==> config.mk <==
export PLATFORM = sky130hd
export DESIGN_NAME = sun_tracker_ctrl
export DESIGN_NICKNAME = d
export VERILOG_FILES = /design/src/rtl/tracker_defs.sv /design/src/rtl/tracker_timer.sv /design/src/rtl/sun_tracker_ctrl.sv
export SDC_FILE = /design/constraint.sdc
export NUM_CORES = 1
export LEC_CHECK = 0
export CORE_UTILIZATION = 25
export DETAILED_ROUTE_END_ITERATION = 10
export PLACE_DENSITY = 0.45
export SLEW_MARGIN = 15
export SYNTH_ARGS = -nofsm -noshare
export SYNTH_HDL_FRONTEND = slang
export SYNTH_SLANG_ARGS = --single-unit
==> constraint.sdc <==
create_clock -name CLK -period 4.1 [get_ports CLK]
set_input_delay 1.23 -clock CLK [delete_from_list [all_inputs] [get_ports CLK]]
set_output_delay 1.23 -clock CLK [all_outputs]
set_load 0.02 [all_outputs]
==> src/rtl/tracker_defs.sv <==
// Shared definitions for the sun tracker: FSM state encodings and servo direction codes.
// Direction codes match the servo driver's own encoding.
package tracker_defs;

    typedef enum logic [2:0] {
        StIdle   = 3'd0,
        StAcq    = 3'd1,
        StDecide = 3'd2,
        StMove   = 3'd3,
        StSettle = 3'd4
    } state_e;

    typedef enum logic [1:0] {
        DirStop = 2'b00,
        DirCw   = 2'b01,
        DirCcw  = 2'b10
    } dir_e;

    function automatic int unsigned max_u(input int unsigned a, input int unsigned b);
        return (a > b) ? a : b;
    endfunction

endpackage

==> src/rtl/tracker_timer.sv <==
// Loadable down-counter shared by the MOVE and SETTLE phases.
// DONE is high while the count sits at zero; LOAD takes priority over counting.
module tracker_timer #(
    parameter int unsigned WIDTH = 8
) (
    input  logic             CLK,
    input  logic             RST_N,
    input  logic             LOAD,
    input  logic [WIDTH-1:0] LOAD_VAL,
    output logic             DONE
);

    logic [WIDTH-1:0] cnt_q, cnt_d;

    always_comb begin
        cnt_d = cnt_q;
        if (LOAD) begin
            cnt_d = LOAD_VAL;
        end else if (cnt_q != '0) begin
            cnt_d = cnt_q - 1'b1;
        end
    end

    always_ff @(posedge CLK) begin
        if (!RST_N) begin
            cnt_q <= '0;
        end else begin
            cnt_q <= cnt_d;
        end
    end

    assign DONE = (cnt_q == '0);

endmodule

==> src/rtl/sun_tracker_ctrl.sv <==
// Sun tracker command generator: averages east/west light samples and issues timed cw/ccw
// steps to the servo driver, refusing or aborting moves at the servo travel limits.
module sun_tracker_ctrl
    import tracker_defs::*;
#(
    parameter int unsigned ADC_W      = 12,
    parameter int unsigned AVG_LOG2   = 2,
    parameter int unsigned HYST       = 64,
    parameter int unsigned STEP_CYC   = 1_000_000,
    parameter int unsigned SETTLE_CYC = 2_000_000,
    parameter int unsigned POS_MIN    = 500,
    parameter int unsigned POS_MAX    = 2500
) (
    input  logic             CLK,
    input  logic             RST_N,
    input  logic             EN,
    input  logic             ADC_VALID,
    input  logic             ADC_CH,
    input  logic [ADC_W-1:0] ADC_DATA,
    input  logic [31:0]      SERVO_POS,
    output logic             BTN_0,
    output logic             BTN_1,
    output logic             LIMIT_HIT,
    output logic [2:0]       STATE
);

    localparam int unsigned ACC_W   = ADC_W + AVG_LOG2;
    localparam int unsigned CNT_W   = AVG_LOG2 + 1;
    localparam int unsigned DIFF_W  = ADC_W + 1;
    localparam int unsigned TMR_MAX = max_u(STEP_CYC, SETTLE_CYC);
    localparam int unsigned TMR_W   = (TMR_MAX > 1) ? $clog2(TMR_MAX) : 1;

    localparam logic [CNT_W-1:0]         CNT_FULL = CNT_W'(2 ** AVG_LOG2);
    localparam logic signed [DIFF_W-1:0] HYST_V   = $signed(DIFF_W'(HYST));
    localparam logic [TMR_W-1:0]         STEP_LD  = TMR_W'(STEP_CYC - 1);
    localparam logic [TMR_W-1:0]         SETL_LD  = TMR_W'(SETTLE_CYC - 1);

    state_e state_q, state_d;
    dir_e   dir_q, dir_d;

    logic [ACC_W-1:0] acc_e_q, acc_e_d, acc_w_q, acc_w_d;
    logic [CNT_W-1:0] cnt_e_q, cnt_e_d, cnt_w_q, cnt_w_d;

    logic btn0_q, btn0_d, btn1_q, btn1_d, limit_q, limit_d;

    logic              tmr_load, tmr_done;
    logic [TMR_W-1:0]  tmr_val;

    logic [ADC_W-1:0]         avg_e, avg_w;
    logic signed [DIFF_W-1:0] diff;
    logic                     want_cw, want_ccw, at_max, at_min, blocked, abort;

    // Compare logic: averages are the accumulators with the fractional bits dropped.
    assign avg_e    = acc_e_q[ACC_W-1:AVG_LOG2];
    assign avg_w    = acc_w_q[ACC_W-1:AVG_LOG2];
    assign diff     = $signed({1'b0, avg_e}) - $signed({1'b0, avg_w});
    assign want_cw  = diff > HYST_V;
    assign want_ccw = diff < -HYST_V;
    assign at_max   = SERVO_POS >= POS_MAX;
    assign at_min   = SERVO_POS <= POS_MIN;
    assign blocked  = (want_cw && at_max) || (want_ccw && at_min);
    assign abort    = ((dir_q == DirCw) && at_max) || ((dir_q == DirCcw) && at_min);

    // Sample accumulation only runs in ACQ; every other state (and EN=0) clears it.
    always_comb begin
        acc_e_d = '0;
        acc_w_d = '0;
        cnt_e_d = '0;
        cnt_w_d = '0;
        if (EN && (state_q == StAcq)) begin
            acc_e_d = acc_e_q;
            acc_w_d = acc_w_q;
            cnt_e_d = cnt_e_q;
            cnt_w_d = cnt_w_q;
            if (ADC_VALID && !ADC_CH && (cnt_e_q != CNT_FULL)) begin
                acc_e_d = acc_e_q + ACC_W'(ADC_DATA);
                cnt_e_d = cnt_e_q + 1'b1;
            end
            if (ADC_VALID && ADC_CH && (cnt_w_q != CNT_FULL)) begin
                acc_w_d = acc_w_q + ACC_W'(ADC_DATA);
                cnt_w_d = cnt_w_q + 1'b1;
            end
        end
    end

    // FSM state register
    always_ff @(posedge CLK) begin
        if (!RST_N) begin
            state_q <= StIdle;
            dir_q   <= DirStop;
            acc_e_q <= '0;
            acc_w_q <= '0;
            cnt_e_q <= '0;
            cnt_w_q <= '0;
        end else begin
            state_q <= state_d;
            dir_q   <= dir_d;
            acc_e_q <= acc_e_d;
            acc_w_q <= acc_w_d;
            cnt_e_q <= cnt_e_d;
            cnt_w_q <= cnt_w_d;
        end
    end

    // FSM next state
    always_comb begin
        state_d = state_q;
        dir_d   = dir_q;
        if (!EN) begin
            state_d = StIdle;
            dir_d   = DirStop;
        end else begin
            unique case (state_q)
                StIdle: state_d = StAcq;
                StAcq: begin
                    if ((cnt_e_q == CNT_FULL) && (cnt_w_q == CNT_FULL)) begin
                        state_d = StDecide;
                    end
                end
                StDecide: begin
                    state_d = StAcq;
                    dir_d   = DirStop;
                    if (want_cw && !at_max) begin
                        state_d = StMove;
                        dir_d   = DirCw;
                    end else if (want_ccw && !at_min) begin
                        state_d = StMove;
                        dir_d   = DirCcw;
                    end
                end
                StMove: begin
                    if (abort || tmr_done) begin
                        state_d = StSettle;
                        dir_d   = DirStop;
                    end
                end
                StSettle: begin
                    if (tmr_done) begin
                        state_d = StAcq;
                    end
                end
                default: begin
                    state_d = StIdle;
                    dir_d   = DirStop;
                end
            endcase
        end
    end

    // FSM outputs, computed from the upcoming state so they register in step with it
    always_comb begin
        btn0_d   = (state_d == StMove) && (dir_d == DirCw);
        btn1_d   = (state_d == StMove) && (dir_d == DirCcw);
        limit_d  = EN && (((state_q == StDecide) && blocked) || ((state_q == StMove) && abort));
        tmr_load = EN && (((state_q == StDecide) && (state_d == StMove)) ||
                          ((state_q == StMove) && (state_d == StSettle)));
        tmr_val  = (state_d == StMove) ? STEP_LD : SETL_LD;
    end

    always_ff @(posedge CLK) begin
        if (!RST_N) begin
            btn0_q  <= 1'b0;
            btn1_q  <= 1'b0;
            limit_q <= 1'b0;
        end else begin
            btn0_q  <= btn0_d;
            btn1_q  <= btn1_d;
            limit_q <= limit_d;
        end
    end

    tracker_timer #(
        .WIDTH (TMR_W)
    ) u_timer (
        .CLK      (CLK),
        .RST_N    (RST_N),
        .LOAD     (tmr_load),
        .LOAD_VAL (tmr_val),
        .DONE     (tmr_done)
    );

    assign BTN_0     = btn0_q;
    assign BTN_1     = btn1_q;
    assign LIMIT_HIT = limit_q;
    assign STATE     = state_q;

endmodule

# Word-level counts from Yosys, hierarchy flattened
# Cells that the tools add are included.
# word_totals
output_inout_bits,6
in_bits,49
elab_cells,83
ff_bits,63
# classes
n_reduce_logical,34
add_sub_neg,6
magnitude_cmp,4
mux,15
eq_ne,14
# op_table
op,count
$mux W21,3
$ge A32 B12 Y1 const B,1
$le A32 B9 Y1 const B,1
$add A14 B12 Y14,2
$logic_not A21 Y1,1
$reduce_bool A21 Y1,1
$sub A21 B1 Y21 const B,1
$logic_and A1 B1 Y1,20
$pmux W3 S5,1
$gt A13 B8 Y1 const B,1
$lt A13 B7 Y1 const B,1
$sub A12 B12 Y13,1
$eq A3 B3 Y1 const B,4
$mux W2,6
$mux W3,4
$eq A3 B2 Y1 const B,3
$add A3 B1 Y3 const B,2
$ne A3 B3 Y1 const B,2
$pmux W2 S3,1
$logic_or A1 B1 Y1,5
$eq A2 B1 Y1 const B,2
$eq A2 B2 Y1 const B,2
$eq A3 B1 Y1 const B,1
$logic_not A1 Y1,3
other kinds (4),4

# Depth between registers and ports, before layout
# Gate-level depths: netlist of the first run.
# logic_depth
depth_word,12
depth_mapped,13

# Hierarchy
# A second synthesis of the first run with hierarchy kept.
# hier_totals
hier_cells,600
hier_area_um2,4639.4
# by_module_without_submodules
module,area_each_um2,cells_each,n_inst
sun_tracker_ctrl,3472.1,460,1
tracker_timer,1167.4,140,1

# Worst setup path before layout of the first run
# Ideal clock, no wire load.
# synth_timing
path_type,input to register
start,in ADC_DATA[1]
end,reg acc_e_q[11]
arrival_ps,3173
path_slack_ps,857
stages,10
t_required_ps,4030
setup_ps,70
cell_sequence,ha_1 -> a21o_1 -> a21oi_1 -> o21ai_0 -> a211oi_1 -> o31ai_1 -> o41ai_1 -> xnor2_1 -> nand2_1 -> a21oi_1
# synth_between
elab_chain_len,1
# synth_lines
element,line,rtl
"start, declared",sun_tracker_ctrl.sv:19,"input logic [ADC_W-1:0] ADC_DATA,"
$add A14 B12 Y14,sun_tracker_ctrl.sv:76,acc_e_d = acc_e_q + ACC_W'(ADC_DATA);
"end signal, assigned",sun_tracker_ctrl.sv:91,acc_e_q <= '0;
"end signal, assigned",sun_tracker_ctrl.sv:98,acc_e_q <= acc_e_d;
"end, declared",sun_tracker_ctrl.sv:41,"logic [ACC_W-1:0] acc_e_q, acc_e_d, acc_w_q, acc_w_d;"
# Every way passes these cells.
# A chain may end at the register's enable or synchronous reset.

# Worst setup path in the final report of the first run
# layout_timing
start,reg acc_e_q[2]
end,reg u_timer.cnt_q[19]
# layout_between
elab_chain_len,12
word_cells_on_any_way,17
cone_classes,add/sub: 1; order compare: 2; eq/ne: 2; mux: 5; reduce/logical: 7
# layout_lines
element,line,rtl
$sub A12 B12 Y13 *,sun_tracker_ctrl.sv:56,"assign diff = $signed({1'b0, avg_e}) - $signed({1'b0, avg_w});"
$lt A13 B7 Y1,sun_tracker_ctrl.sv:58,assign want_ccw = diff < -HYST_V;
$logic_and A1 B1 Y1,sun_tracker_ctrl.sv:126,end else if (want_ccw && !at_min) begin
$mux W2,sun_tracker_ctrl.sv:126,
$mux W2 *,sun_tracker_ctrl.sv:123,if (want_cw && !at_max) begin
$pmux W3 S5 *,sun_tracker_ctrl.sv:113,unique case (state_q)
$mux W3 *,sun_tracker_ctrl.sv:109,if (!EN) begin
$eq A3 B2 Y1 / $eq A3 B3 Y1 (equally long branches),"sun_tracker_ctrl.sv:155, sun_tracker_ctrl.sv:156",
"$logic_and A1 B1 Y1, on equally long branches","sun_tracker_ctrl.sv:155, sun_tracker_ctrl.sv:156",
$logic_or A1 B1 Y1 *,sun_tracker_ctrl.sv:155,tmr_load = EN && (((state_q == StDecide) && (state_d == StMove)) ||
$logic_and A1 B1 Y1 *,sun_tracker_ctrl.sv:155,
$mux W21 / $reduce_bool A2 Y1 (equally long branches),-,
"end signal, assigned",tracker_timer.sv:28,cnt_q <= cnt_d;
"end, declared",tracker_timer.sv:13,"logic [WIDTH-1:0] cnt_q, cnt_d;"
# Mark *: on every way between the ends. The rest lies on a longest branch, timed or not.

==> summary.txt, run 1 <==
status: finished with violations
failing checks: DRC
Final Hold Fails: 0
share of the synthesized area in the top cell type: 0.270
CP top delay family: compound AO/OA/AOI/OAI gates
Area growth syn-to-layout: 23.3%
# resized after CTS: 0
post-route antenna net violation count: 0
Iteration-0 DRC Markers: 195
# IOs: 55
Overflow after GRT: 0
max-cap viol count: 0
worst hold-check path type: reg2reg
Initial Utilization: 0.258
clk slew on worst S/H paths: 0.05 ns
layout cells sized above 1: 0.0589
hpwl dp: 9340 um
P per Cell Area: 379 nW/um^2
input/output buffers: 54
ranking of synthesized cells by area: dfxtp_1, ha_1, nand2_1
total power: 2.19 mW
cell taking the most area after synthesis: dfxtp_1
CTS Hold Bufs: 0
Crit Path Class: reg2reg
final setup margin: 0.417 ns
DR WL/cell: 13.6 um
total core area: 18,100 um^2
Die Footprint: 19,200 um^2
Worst-Margin Slew: 0.709 ns
Max FO, Critical Path: 10
Worst Hold Margin: 0.460 ns
Finished Core Util: 0.318
clock sink count: 63
Post-synth top cells: nand2_1, dfxtp_1, nor2_1, ha_1, a21oi_1
CTS tree: built
final count of negative-setup-slack endpoints: 0
VDD IR max: 0.187 mV
num rows: 49
Routed WL: 12,100 um
most common cell in the netlist: nand2_1
LEAKAGE: 2.32 nW
CTS buffer count: 9
total number of vias: 4,374
drt first pass iters: 7
syn_nets: 697
FMAX: 271 MHz
vias in the first global route: 4,283
clock tree root buffer cell: clkbuf_16
FFs w/ async S/R, synth: 0
routability cong.: 0.781
antenna violations before repair: 0
crit path cell chain: inv_1, ha_1, fa_1, nor2b_4, o21ai_0, xor2_1, nor2_1, a2111o_1, a2111o_1, o21ba_2, o31a_1, buf_4, o21a_1
drt drc: 21
largest net degree at the start of global routing: 33
Die Wd: 139 um
Slew Limit Fails: 0
antenna cell count: 0
Place WS: 0.0852 ns
setup TNS: 0 ns
max_slew headroom: 0.523
first-pass GRT wire length: 20,500 um
worst path required time: 4.32 ns
later-pin clock latency in the skew report: 0.33 ns
cell mode on critical path: a2111o_1
via/cell ratio: 4.91
Nets: 752
CP Data Arrival Time: 3.90 ns
min Tclk post-route: 3.68 ns
Post-synth EDFFs: 0
htree depth: 3
Seq/Total Area, Yosys: 0.270
Buf+Inv Stages, Crit Path: 2
all-layer global routing usage: 0.131
Worst Setup Start Kind: register
FF+latch count, synth: 63
Yosys cell types: 67
Clock Skew: 0.00818 ns
Max clock buf depth: 2
CP peak stage delay: 0.45 ns
Tcrit/Tclk final: 0.898
synth warn: 0
Post-Synthesis Cells: 603
Avg Synthesized Cell Area: 7.75 um^2
die height: 139 um
unrepaired setup endpoints after global routing: no
Main synth FF type: dfxtp_1
Post-CTS Setup Bufs: 0
Critical-path top delay cell: a2111o_1
Setup crit end kind: register
Syn Std Cell Area: 4670 um^2
[cells by family (layout without fill, tap and decap cells)]
kind of cell	count (synthesis)	count (layout)	synth area share
XOR/XNOR	46	46	0.0862
adder cells (fa/ha/maj)	45	45	0.125
buffers and inverters	59	118	0.0509
flip-flops	63	63	0.270
AO/OA/AOI/OAI	148	148	0.214
AND/OR/NAND/NOR	241	241	0.251
multiplexers	1	1	0.00214
[metrics by stage]
step                      std cells  instance area (um^2)
after floorplan                 603                  4670
after global placement          876                  5500
after detailed placement        876                  5500
after CTS                       891                  5760
after global routing            891                  5760
final                           891                  5760
[area by class of cell]
type,count,area (um^2)
fill,1940,12400
multi-input combinational,481,3170
sequential,63,1260
timing repair buffer,68,646
tap,229,287
clock buffer,11,243
inverter,35,131
clock inverter,4,22.5
[path summary, 6_finish.rpt]
path	from	end	slack (ns)	cells after the start
max	acc_e_q[2]$_SDFFE_PN0P_	u_timer.cnt_q[19]$_SDFFE_PN0P_	0.42	13
min	acc_e_q[0]$_SDFFE_PN0P_	acc_e_q[0]$_SDFFE_PN0P_	0.46	2
max reg2reg	acc_e_q[2]$_SDFFE_PN0P_	u_timer.cnt_q[19]$_SDFFE_PN0P_	0.42	13
min reg2reg	acc_e_q[0]$_SDFFE_PN0P_	acc_e_q[0]$_SDFFE_PN0P_	0.46	2
[metal layers]
metal / vias up / wire length [um] / GRT usage
met5: - / 0 / 0
met4: 0 / 173 / 0.0380
met3: 9 / 441 / 0.0207
met2: 72 / 5770 / 0.235
met1: 2024 / 5730 / 0.162
li1: 2269 / - / -
[cells in the final DEF, fill, tap and decap left out, types with 12 or more instances in the layout]
cell / instances
nor3_1: 22
o21ai_0: 20
xnor2_1: 21
xor2_1: 25
clkdlybuf4s50_1: 54
nand3_1: 33
nor2_1: 50
a21oi_1: 41
nand2_1: 71
ha_1: 42
inv_1: 35
nor4_1: 14
dfxtp_1: 63
buf_4: 14
nor2b_1: 12
o21a_1: 15
[state kept, by name, summed over array words and instances (netlist names)]
signal         flops
cnt_e_q            3
LIMIT_HIT          1
STATE              3
cnt_w_q            3
acc_w_q           14
dir_q              2
BTN_0              1
u_timer.cnt_q     21
acc_e_q           14
BTN_1              1
[worst reg2reg max path: cells and delay by family (launching register included)]
family	cells	cell delay (ns)
compound gates	6	1.86
fa+ha+maj	2	0.67
flops	1	0.36
buf+inv	2	0.30
simple gates	2	0.23
xor+xnor	1	0.15
[report_power, final]
part	switching [mW]	internal (mW)	total (mW)	leakage [nW]
registers	0.0709	0.698	0.769	0.511
logic	0.382	0.335	0.718	1.68
clock network	0.281	0.419	0.700	0.131
Power figures use the tool's default switching activity.
==> run 2, diff against run 1 <==
- REMOVE_ABC_BUFFERS: unset -> 1
==> run 2 against run 1 <==
The flow now finishes without violations. Utilization down 0.21 points. Cell area down 0.65%. Final cell count down 0.56%. Die area unchanged. Global-route usage about the same. Critical path depth down 3. Clock skew down 0.0011 ns. Routed wire length up 2.3%. Critical endpoint is now BTN_0$_SDFF_PN0_. Largest power group unchanged. Highest routed layer unchanged.
==> summary.txt, run 2 (synthesized netlist as in run 1, its figures left out) <==
biggest regs: u_timer.cnt_q: 21 flops, acc_e_q: 14 flops, acc_w_q: 14 flops (unchanged)
final setup margin: 0.336 ns (was 0.417 ns)
VDD IR max: 0.151 mV (was 0.187 mV)
crit path cell chain: clkdlybuf4s50_1, nor4_1, nand3_1, a211oi_1, a2bb2oi_1, nand3_1, a22oi_1, nand2_1, a21boi_0, a2111oi_0 (was inv_1, ha_1, fa_1, nor2b_4, o21ai_0, xor2_1, nor2_1, a2111o_1, a2111o_1, o21ba_2, o31a_1, buf_4, o21a_1)
hpwl dp: 9470 um (was 9340 um)
CP Data Arrival Time: 3.94 ns (was 3.90 ns)
Place WS: -0.00881 ns (was 0.0852 ns)
clock sink count: 63 (unchanged)
num rows: 49 (unchanged)
# IOs: 55 (unchanged)
max-cap viol count: 0 (unchanged)
total number of vias: 4,287 (was 4,374)
CTS buffer count: 9 (unchanged)
clock tree root buffer cell: clkbuf_16 (unchanged)
drt drc: 0 (was 21)
CTS tree: built (unchanged)
LEAKAGE: 2.30 nW (was 2.32 nW)
drt first pass iters: 4 (was 7)
post-route cell area: 5730 um^2 (was 5760 um^2)
antenna cell count: 0 (unchanged)
total power: 2.19 mW (about the same)
layout cells sized above 1: 0.0518 (was 0.0589)
Initial Utilization: 0.258 (unchanged)
total core area: 18,100 um^2 (unchanged)
Nets: 747 (was 752)
htree depth: 3 (unchanged)
Routed WL: 12,400 um (was 12,100 um)
DR WL/cell: 14.0 um (was 13.6 um)
worst hold-check path type: reg2reg (unchanged)
via/cell ratio: 4.84 (was 4.91)
Post-CTS Setup Bufs: 0 (unchanged)
Max clock buf depth: 2 (unchanged)
number of flip-flops under the largest register name: 21 (unchanged)
Finished Core Util: 0.316 (was 0.318)
most frequent cells in the layout: nand2_1, dfxtp_1, clkdlybuf4s50_1 (unchanged)
min Tclk post-route: 3.76 ns (was 3.68 ns)
vias in the first global route: 4,233 (was 4,283)
P per Cell Area: 383 nW/um^2 (was 379 nW/um^2)
largest net degree at the start of global routing: 33 (unchanged)
die height: 139 um (unchanged)
worst path required time: 4.28 ns (was 4.32 ns)
Reg with most FFs: u_timer.cnt_q (unchanged)
Crit Path Class: in2reg (was reg2reg)
all-layer global routing usage: 0.131 (about the same)
Iteration-0 DRC Markers: 200 (was 195)
# resized after CTS: 0 (unchanged)
FMAX: 266 MHz (was 271 MHz)
Clock Skew: 0.00709 ns (was 0.00818 ns)
Overflow after GRT: 0 (unchanged)
Slew Limit Fails: 0 (unchanged)
Max FO, Critical Path: 3 (was 10)
first-pass GRT wire length: 20,500 um (about the same)
unrepaired setup endpoints after global routing: no (unchanged)
input/output buffers: 54 (unchanged)
Die Wd: 139 um (unchanged)
Tcrit/Tclk final: 0.918 (was 0.898)
Die Footprint: 19,200 um^2 (unchanged)
later-pin clock latency in the skew report: 0.33 ns (about the same)
Worst Hold Margin: 0.463 ns (was 0.460 ns)
clk slew on worst S/H paths: 0.06 ns (was 0.05 ns)
Critical-path top delay cell: a2111oi_0 (was a2111o_1)
area of placed instances: 5460 um^2 (was 5500 um^2)
antenna violations before repair: 0 (unchanged)
Worst Setup Start Kind: primary input (was register)
cell mode on critical path: nand3_1 (was a2111o_1)
Area growth syn-to-layout: 22.5% (was 23.3%)
Buf+Inv Stages, Crit Path: 1 (was 2)
CTS Hold Bufs: 0 (unchanged)
max_slew headroom: 0.416 (was 0.523)
Setup crit end kind: register (unchanged)
CP peak stage delay: 0.51 ns (was 0.45 ns)
routability cong.: 0.795 (was 0.781)
post-route antenna net violation count: 0 (unchanged)
Final Hold Fails: 0 (unchanged)
Worst-Margin Slew: 0.876 ns (was 0.709 ns)
CP top delay family: compound AO/OA/AOI/OAI gates (unchanged)
final count of negative-setup-slack endpoints: 0 (unchanged)
commonest non-fill, non-tap cell in the layout: nand2_1 (unchanged)
status: finished clean (was finished with violations)
==> run 2: path summary, 6_finish.rpt <==
kind,startpoint,end,slack (ns),cells past startpoint
hold reg to reg,acc_e_q[0]$_SDFFE_PN0P_,acc_e_q[0]$_SDFFE_PN0P_,0.46,2
hold / removal,acc_e_q[0]$_SDFFE_PN0P_,acc_e_q[0]$_SDFFE_PN0P_,0.46,2
setup reg to reg,acc_e_q[2]$_SDFFE_PN0P_,u_timer.cnt_q[20]$_SDFFE_PN0P_,0.37,12
setup / recovery,SERVO_POS[24],BTN_0$_SDFF_PN0_,0.34,10
==> run 2: power by group <==
part / switching [mW] / internal (mW) / leakage (nW)
Clock: 0.280 / 0.419 / 0.131
Combinational: 0.384 / 0.340 / 1.65
Sequential: 0.0714 / 0.699 / 0.511
==> run 2: final cells by class <==
class | instances | area [um^2]
Sequential cell | 63 | 1260
Clock buffer | 11 | 243
Clock inverter | 4 | 22.5
Tap cell | 229 | 287
Fill cell | 1926 | 12400
Inverter | 35 | 131
Multi-Input combinational cell | 481 | 3170
Timing Repair Buffer | 63 | 608
==> run 2: metal layers <==
layer / up-vias / GRT usage / part of all wire
met1: 1974 / 0.163 / 0.47
met2: 49 / 0.223 / 0.47
li1: 2243 / - / -
met5: - / 0 / 0
met3: 21 / 0.0176 / 0.020
met4: 0 / 0.0673 / 0.032
==> run 2: metrics by stage <==
step	setup TNS, ns	cells
5_1_grt	0	886
4_1_cts	0	886
6_report	0	886
2_1_floorplan	0	579
3_5_place_dp	-0.0108	871
3_3_place_gp	-0.0158	871
==> run 2: tightest hold or removal path: cells and delay by family (launching register included) <==
family | cells | cell delay [ns]
AO/OA/AOI/OAI | 1 | 0.05
AND/OR/NAND/NOR | 1 | 0.05
flip-flops | 1 | 0.31
